File: config.mk
export PLATFORM = sky130hd
export DESIGN_NAME = uart_boot_loader
export DESIGN_NICKNAME = d
export VERILOG_FILES = /design/src/rtl/boot_pkg.sv /design/src/rtl/uart_rx_sampler.sv /design/src/rtl/uart_boot_loader.sv
export SDC_FILE = /design/constraint.sdc
export NUM_CORES = 1
export LEC_CHECK = 0
export CAP_MARGIN = 20
export CORE_UTILIZATION = 25
export CTS_BUF_LIST = sky130_fd_sc_hd__clkbuf_4 sky130_fd_sc_hd__clkbuf_8
export CTS_CLUSTER_SIZE = 24
export DETAILED_ROUTE_END_ITERATION = 7
export GPL_TIMING_DRIVEN = 1
export PLACE_DENSITY = 0.53
export SYNTH_ARGS = -nofsm -noshare
export SYNTH_HDL_FRONTEND = slang
export SYNTH_SLANG_ARGS = --single-unit
File: constraint.sdc
create_clock -name clock -period 2.2 [get_ports clock]
set_clock_uncertainty 0.05 [all_clocks]
set_input_delay 0.44 -clock clock [delete_from_list [all_inputs] [get_ports clock]]
set_output_delay 0.44 -clock clock [all_outputs]
set_load 0.005 [all_outputs]
File: src/rtl/boot_pkg.sv
// Shared types and frame constants for the UART boot loader.
// Parser/sampler state encodings and field widths live here.
package boot_pkg;

  typedef enum logic [2:0] {
    IDLE,
    LEN_H,
    LEN_L,
    DATA,
    CHK,
    DONE
  } boot_state_t;

  typedef enum logic [2:0] {
    RX_IDLE,
    RX_START,
    RX_BITS,
    RX_STOP,
    RX_WAIT
  } rx_state_t;

  localparam logic [7:0] SYNC_BYTE_DEF = 8'hA5;
  localparam int LEN_W  = 16;
  localparam int WORD_W = 32;
  localparam int BPW    = 4;

endpackage

File: src/rtl/uart_rx_sampler.sv
// 8N1 UART receiver: synchroniser, mid-bit sampling, framing check.
// Emits one-cycle rx_valid or rx_ferr per received character.
module uart_rx_sampler
  import boot_pkg::*;
#(
  parameter int CLKS_PER_BIT = 868
) (
  input  logic       clock,
  input  logic       reset,
  input  logic       uart_rx,
  output logic       rx_valid,
  output logic [7:0] rx_byte,
  output logic       rx_ferr
);

  localparam int CW = $clog2(CLKS_PER_BIT);
  localparam logic [CW-1:0] HALF = CW'(CLKS_PER_BIT / 2 - 1);
  localparam logic [CW-1:0] FULL = CW'(CLKS_PER_BIT - 1);

  rx_state_t state;
  rx_state_t state_n;

  logic [2:0]    sync_q;
  logic          rx;
  logic          prev;
  logic [CW-1:0] cnt;
  logic [2:0]    bit_idx;
  logic [7:0]    sh;
  logic          half;
  logic          full;

  // sync_q[1] is the synchronised line, sync_q[2] its previous value
  assign rx   = sync_q[1];
  assign prev = sync_q[2];
  assign half = (cnt == HALF);
  assign full = (cnt == FULL);

  always_ff @(posedge clock) begin
    if (reset) begin
      state <= RX_IDLE;
    end else begin
      state <= state_n;
    end
  end

  always_comb begin
    state_n = state;
    unique case (state)
      RX_IDLE: begin
        if (prev && !rx) state_n = RX_START;
      end
      RX_START: begin
        if (half) state_n = rx ? RX_IDLE : RX_BITS;
      end
      RX_BITS: begin
        if (full && bit_idx == 3'd7) state_n = RX_STOP;
      end
      RX_STOP: begin
        if (full) state_n = rx ? RX_IDLE : RX_WAIT;
      end
      RX_WAIT: begin
        if (rx) state_n = RX_IDLE;
      end
      default: state_n = RX_IDLE;
    endcase
  end

  always_ff @(posedge clock) begin
    if (reset) begin
      sync_q   <= 3'b111;
      cnt      <= '0;
      bit_idx  <= '0;
      sh       <= '0;
      rx_valid <= 1'b0;
      rx_byte  <= '0;
      rx_ferr  <= 1'b0;
    end else begin
      sync_q   <= {sync_q[1:0], uart_rx};
      rx_valid <= 1'b0;
      rx_ferr  <= 1'b0;
      if (state_n != state || (state == RX_BITS && full)) begin
        cnt <= '0;
      end else begin
        cnt <= cnt + 1'b1;
      end
      if (state == RX_BITS && full) begin
        sh      <= {rx, sh[7:1]};
        bit_idx <= bit_idx + 1'b1;
      end
      if (state == RX_STOP && full) begin
        if (rx) begin
          rx_valid <= 1'b1;
          rx_byte  <= sh;
        end else begin
          rx_ferr <= 1'b1;
        end
      end
    end
  end

endmodule

File: src/rtl/uart_boot_loader.sv
// Boot loader: parses SYNC/LEN/words/CHK frames from UART into imem
// and releases the core from reset once the checksum matches.
module uart_boot_loader
  import boot_pkg::*;
#(
  parameter int         CLKS_PER_BIT = 868,
  parameter int         ADDR_WIDTH   = 14,
  parameter logic [7:0] SYNC_BYTE    = SYNC_BYTE_DEF
) (
  input  logic                  clock,
  input  logic                  reset,
  input  logic                  uart_rx,
  output logic                  imem_wr_en,
  output logic [ADDR_WIDTH-1:0] imem_wr_addr,
  output logic [WORD_W-1:0]     imem_wr_data,
  output logic                  core_reset,
  output logic                  boot_done,
  output logic                  boot_error
);

  localparam int CW =
    (ADDR_WIDTH + 1 > LEN_W) ? ADDR_WIDTH + 1 : LEN_W;

  logic       rx_valid;
  logic [7:0] rx_byte;
  logic       rx_ferr;

  boot_state_t state;
  boot_state_t state_n;

  logic [7:0]          len_hi;
  logic [LEN_W-1:0]    len;
  logic [LEN_W-1:0]    nlen;
  logic [ADDR_WIDTH:0] wcnt;
  logic [23:0]         word;
  logic [1:0]          bcnt;
  logic [7:0]          csum;
  logic                too_long;
  logic                last_word;
  logic                abort;

  uart_rx_sampler #(
    .CLKS_PER_BIT(CLKS_PER_BIT)
  ) u_rx (
    .clock   (clock),
    .reset   (reset),
    .uart_rx (uart_rx),
    .rx_valid(rx_valid),
    .rx_byte (rx_byte),
    .rx_ferr (rx_ferr)
  );

  // Word counts are compared in a width that holds both LEN and 2^AW
  assign nlen      = {len_hi, rx_byte};
  assign too_long  = CW'(nlen) > (CW'(1) << ADDR_WIDTH);
  assign last_word = (CW'(wcnt) + CW'(1)) == CW'(len);
  assign abort     = rx_ferr && state != DONE;

  always_ff @(posedge clock) begin
    if (reset) begin
      state <= IDLE;
    end else begin
      state <= state_n;
    end
  end

  always_comb begin
    state_n = state;
    if (abort) begin
      state_n = IDLE;
    end else if (rx_valid) begin
      unique case (state)
        IDLE: begin
          if (rx_byte == SYNC_BYTE) state_n = LEN_H;
        end
        LEN_H: state_n = LEN_L;
        LEN_L: begin
          if (too_long)          state_n = IDLE;
          else if (nlen == '0)   state_n = CHK;
          else                   state_n = DATA;
        end
        DATA: begin
          if (bcnt == 2'd3 && last_word) state_n = CHK;
        end
        CHK: begin
          state_n = (rx_byte == csum) ? DONE : IDLE;
        end
        DONE: state_n = DONE;
        default: state_n = IDLE;
      endcase
    end
  end

  always_ff @(posedge clock) begin
    if (reset) begin
      imem_wr_en   <= 1'b0;
      imem_wr_addr <= '0;
      imem_wr_data <= '0;
      core_reset   <= 1'b1;
      boot_done    <= 1'b0;
      boot_error   <= 1'b0;
      len_hi       <= '0;
      len          <= '0;
      wcnt         <= '0;
      word         <= '0;
      bcnt         <= '0;
      csum         <= '0;
    end else begin
      imem_wr_en <= 1'b0;
      if (abort) begin
        boot_error <= 1'b1;
      end else if (rx_valid) begin
        unique case (state)
          IDLE: begin
            if (rx_byte == SYNC_BYTE) begin
              boot_error <= 1'b0;
              csum       <= '0;
            end
          end
          LEN_H: len_hi <= rx_byte;
          LEN_L: begin
            len  <= nlen;
            wcnt <= '0;
            bcnt <= '0;
            if (too_long) boot_error <= 1'b1;
          end
          DATA: begin
            word <= {rx_byte, word[23:8]};
            csum <= csum ^ rx_byte;
            bcnt <= bcnt + 1'b1;
            // Little-endian: first byte of the word ends in bits 7:0
            if (bcnt == 2'd3) begin
              imem_wr_en   <= 1'b1;
              imem_wr_addr <= wcnt[ADDR_WIDTH-1:0];
              imem_wr_data <= {rx_byte, word};
              wcnt         <= wcnt + 1'b1;
            end
          end
          CHK: begin
            if (rx_byte == csum) begin
              boot_done  <= 1'b1;
              core_reset <= 1'b0;
            end else begin
              boot_error <= 1'b1;
            end
          end
          DONE: ;
          default: ;
        endcase
      end
    end
  end

endmodule

==> Yosys cells after proc, flatten, opt, wreduce, memory -nomap -nowiden <==
Cells that the tools add are included.
{ "word_totals": {"regBits": 163, "in_bits": 3, "out_inout_bits": 50, "elab_cells": 114} }
{ "classes": {"n_addsub": 5, "mux": 28, "reduce_logical": 30, "eq_ne": 24, "magnitude_cmp": 1, "bitwise_logic": 5} }
{ "op_table": {"columns": ["cell", "n"], "rows": [
  ["$mux 3", 11],
  ["$pmux 15 s2", 1],
  ["$pmux 3 s6", 1],
  ["$add 15x1->16 const B", 1],
  ["$eq 16x16->1", 1],
  ["$gt 16x15->1 const B", 1],
  ["$logic_not 16->1", 1],
  ["$pmux 8 s2", 1],
  ["$reduce_and 4->1", 4],
  ["$add 15x1->15 const B", 1],
  ["$mux 15", 1],
  ["$pmux 3 s5", 1],
  ["$reduce_and 3->1", 5],
  ["$eq 3x2->1 const B", 4],
  ["$eq 3x3->1 const B", 4],
  ["$ne 3x3->1 const B", 4],
  ["$add 10x1->10 const B", 1],
  ["$eq 10x10->1 const B", 1],
  ["$eq 10x9->1 const B", 1],
  ["$eq 8x8->1", 1],
  ["$eq 8x8->1 const B", 1],
  ["$mux 1", 8],
  ["$mux 8", 1],
  ["$xor 8x8->8", 1],
  ["other kinds (20)", 36]
]} }

==> Depth between registers and ports, before layout <==
{ "logic_depth": {"depth_word": 7, "depth_mapped": 9, "depth_no_buf": 8} }

==> By module <==
A second synthesis with hierarchy kept.
{ "unflattened": {"hier_cells": 862, "area_unflattened_um2": 7066.8} }
{ "by_module_without_submodules": {"columns": ["module", "n_inst", "cells_per_inst", "seq_area_each_um2", "area_per_inst_um2"], "rows": [
  ["uart_boot_loader", 1, 696, 2522.4, 5450.2],
  ["uart_rx_sampler", 1, 166, 740.7, 1616.6]
]} }

==> Worst setup path after synthesis <==
OpenSTA, ideal clock, no wires.
{ "synth_timing": {"path_type": "register to register", "start": "reg wcnt[0]", "end": "reg state[0]", "setup_ns": 0.121, "arrival_ns": 1.936, "setup_slack_ns": 0.093, "stages_incl_launch_ff": 8, "path_buffers": 0, "period_less_slack_ns": 2.107, "required_time_ns": 2.029, "cell_sequence": "dfxtp_1 ha_1 nand3_4 o41ai_2 o221ai_1 nor4_2 and4_4 o22ai_2"} }
{ "synth_via": {"elab_chain_cells": 5} }
{ "synth_rtl": {"columns": ["element", "line_no", "text"], "rows": [
  ["from (decl)", "uart_boot_loader.sv:34", "logic [ADDR_WIDTH:0] wcnt;"],
  ["from (signal assigned)", "uart_boot_loader.sv:136", "wcnt <= wcnt + 1'b1;"],
  ["$add 15x1->16", "uart_boot_loader.sv:56", "assign last_word = (CW'(wcnt) + CW'(1)) == CW'(len);"],
  ["$eq 16x16->1", "uart_boot_loader.sv:56", null],
  ["$logic_and 1x1->1", "uart_boot_loader.sv:83", "if (bcnt == 2'd3 && last_word) state_n = CHK;"],
  ["$ne 2x2->1 (no source line)", null, null],
  ["$reduce_and 3->1 (no source line)", null, null],
  ["to (signal assigned)", "uart_boot_loader.sv:63", "state <= state_n;"],
  ["to (decl)", "uart_boot_loader.sv:28", "boot_state_t state;"]
]} }
No other way between the ends.
A chain may end at the register's enable or synchronous reset.

==> Worst setup path in the final report <==
{ "layout_timing": {"start": "reg wcnt[6]", "end": "reg state[2]"} }
Same word-level chain as after synthesis.

==> impl_metrics.tcl <==
set metrics [dict create \
    track_usage_pct 12.8 \
    cp_slowest_cell "dfxtp_4" \
    ctsLongestPathBuffers 2 \
    clock_latency_ps 460 \
    timing.slew.headroom_pct 53.3 \
    crit_family "simple AND/OR/NAND/NOR gates" \
    netlist_top_cells_area "dfxtp_1 (46%), nand2_1 (11%), a21oi_1 (8.8%)" \
    ctsHtreeMaxLevel 4 \
    hold_viol_final 0 \
    cellPowerDensity_mw_per_mm2 605 \
    wl_per_cell_um 13.5 \
    synth-seq-area-share_pct 45.7 \
    synth_edf_count 0 \
    ant_nets 0 \
    ys_ff_latch 163 \
    die_w_um 171 \
    drcViolationCount 0 \
    grt-ovfl-total 0 \
    setup_viol 0 \
    status "complete, no violations" \
    hold_path_depth 2 \
    path_buf_inv 0 \
    grt_max_degree 88 \
    yosysWarnings 0 \
    cts.sinks 163 \
    p_leak_nw 3.14 \
    fin_crit_ps 2120 \
    hpwl_um 12200 \
    ys_async_sr_fraction_pct 0 \
    syn_area_mm2 0.00715 \
    arrival_ps 2460 \
    grt_pass1_vias 5821 \
    worst-path-stages 6 \
    fin_crit_sh_pct 96.3 \
    synth-main-ff-cell "dfxtp_1" \
    hold_buffers 0 \
    dr.first_iter.drc_count 419 \
    syn_inst 878 \
    cp_cell_sequence "nand4_2 > nor4_4 > mux2_2 > nor4_4 > nand4_1 > a211oi_2" \
    tritoncts "yes" \
    io_buffers 52 \
    path_clk_slew_ps 100 \
    setup-tns-final_ps 0 \
    cts-root-buf "clkbuf_8" \
    io_pins 53 \
    startpoint_type "flip-flop" \
    antenna_found_initial 0 \
    cap_viol_max_count 0 \
    chipHeight_um 171 \
    routabilityCongestion 0.877 \
    cts_buffers 17 \
    hold_ws_ps 305 \
    syn2layout_area_growth_pct 22.3 \
    num_antenna_cells 0 \
    worstSetupPathType "flip-flop to flip-flop" \
    max_freq_mhz 472 \
    vias_per_cell 4.58 \
    core_mm2 0.0279 \
    critical_path.max_stage_delay_ps 400 \
    avgSynthCellArea_um2 8.14 \
    cts_setup_buffers 0 \
    drt_pass1_iterations 7 \
    start_util_pct 25.6 \
    crit_top_cell "nor4_4" \
    yosys.area.top_type "dfxtp_1" \
    std_cell_rows 61 \
    hold_path_class "input pin to flip-flop" \
    end_kind "flip-flop" \
    routed_wl_um 17900 \
    synth_top_area_share_pct 45.7 \
    cp_max_fo 7 \
    grt_pass1_wl_um 29800 \
    slew_violations 0 \
    drive_gt1_share_pct 12.9 \
    reg2regPathDepth 6 \
    die-area_mm2 0.0293 \
    synth_cell_types 70 \
    nets 941 \
    ir_drop_mv 0.318 \
    worst_pin_slew_ps 698 \
    final_util_pct 31.3 \
    required_ps 2540 \
    synth_nets 887 \
    via_count 6054 \
]
==> worst reg2reg max path, cell delays in order (launching register included) <==
cell and delay [ps]:
dfxtp_4 400, nand4_2 150, nor4_4 320, mux2_2 400, nor4_4 320, nand4_1 160, a211oi_2 240
==> path summary, 6_finish.rpt <==
path	start	end	slack [ps]
hold reg to reg	u_rx.sync_q[0]$_SDFF_PP1_	u_rx.sync_q[1]$_SDFF_PP1_	370
setup / recovery	wcnt[6]$_SDFFE_PP0P_	state[2]$_SDFFE_PP0P_	80
setup reg to reg	wcnt[6]$_SDFFE_PP0P_	state[2]$_SDFFE_PP0P_	80
hold / removal	reset	boot_done$_SDFFE_PP0P_	300
==> synthesized netlist by cell type, drive strengths merged, types with 11 or more instances <==
cell	instances
clkbuf	40
xor2	19
a21oi	125
nor2	72
nor3	12
buf	23
nand3	26
xnor2	14
or2	11
nand2	206
o21ai	23
mux2i	18
dfxtp	163
==> placed cells by master, fill, tap and decap left out, drive strengths merged, types with 8 or more instances in the layout <==
master         count
nand2            206
dfxtp            163
a21oi            125
nor2              72
clkdlybuf4s50     51
buf               46
nand3             26
o21ai             24
xor2              19
mux2i             18
clkbuf            17
xnor2             14
inv               14
nor3              12
or2               11
clkinv             9
nor4               9
nand2b             8
nor2b              8
==> cells by family after synthesis <==
group / count (synthesis) / share of synthesized area, %
compound gates: 192 / 15.8
flops: 163 / 45.7
simple gates: 394 / 26.5
buf+inv: 71 / 4.27
mux: 19 / 2.68
xor+xnor: 33 / 4.04
fa+ha+maj: 6 / 1.05
==> stage by stage <==
step | instance area, µm² | instances | power (mW) | worst slack [ps]
finish | 8740 | 1323 | 5.29 | 81.6
CTS | 8680 | 1322 | 5.37 | 44.8
detailed placement | 8260 | 1290 | 3.12 | 62.0
floorplan | 7150 | 878 | 3.09 | 93.1
global placement | 8260 | 1290 | 3.12 | 118
global route | 8740 | 1323 | 5.50 | -30.2
==> registers in the layout, indices dropped and copies added (netlist names) <==
register	flops
imem_wr_data	32
word	24
len	16
wcnt	15
imem_wr_addr	14
u_rx.cnt	10
csum	8
len_hi	8
u_rx.rx_byte	8
u_rx.sh	8
state	3
u_rx.bit_idx	3
u_rx.state	3
u_rx.sync_q	3
bcnt	2
boot_done	1
boot_error	1
core_reset	1
imem_wr_en	1
u_rx.rx_ferr	1
u_rx.rx_valid	1
==> layer usage <==
| metal | share of wire [%] | track usage [%] | vias to the layer above |
|---|---|---|---|
| met5 | 0 | 0 | - |
| met4 | 2.0 | 4.97 | 0 |
| met3 | 3.1 | 2.48 | 19 |
| met2 | 46 | 20.0 | 97 |
| met1 | 49 | 17.2 | 2849 |
| li1 | - | - | 3089 |
==> area by class of cell <==
type | count | area (µm²)
Fill cell | 3015 | 19200
Clock inverter | 15 | 186
Inverter | 8 | 30.0
Tap cell | 378 | 473
Clock buffer | 17 | 234
Timing Repair Buffer | 97 | 918
Multi-Input combinational cell | 645 | 3630
Sequential cell | 163 | 3270
==> repair_timing <==
action | 4_1_cts | 5_1_grt
hold endpoints to repair | 0 | 0
setup endpoints to repair | 0 | 13
gates resized for setup | 0 | 13
==> report_power, final <==
group | switching (mW) | leakage [nW] | total (mW) | internal, mW
Clock | 1.36 | 0.209 | 2.24 | 0.880
Combinational | 0.0645 | 1.62 | 0.0886 | 0.0242
Sequential | 0.0100 | 1.32 | 2.96 | 2.95
(Power assumes the default switching activity.)
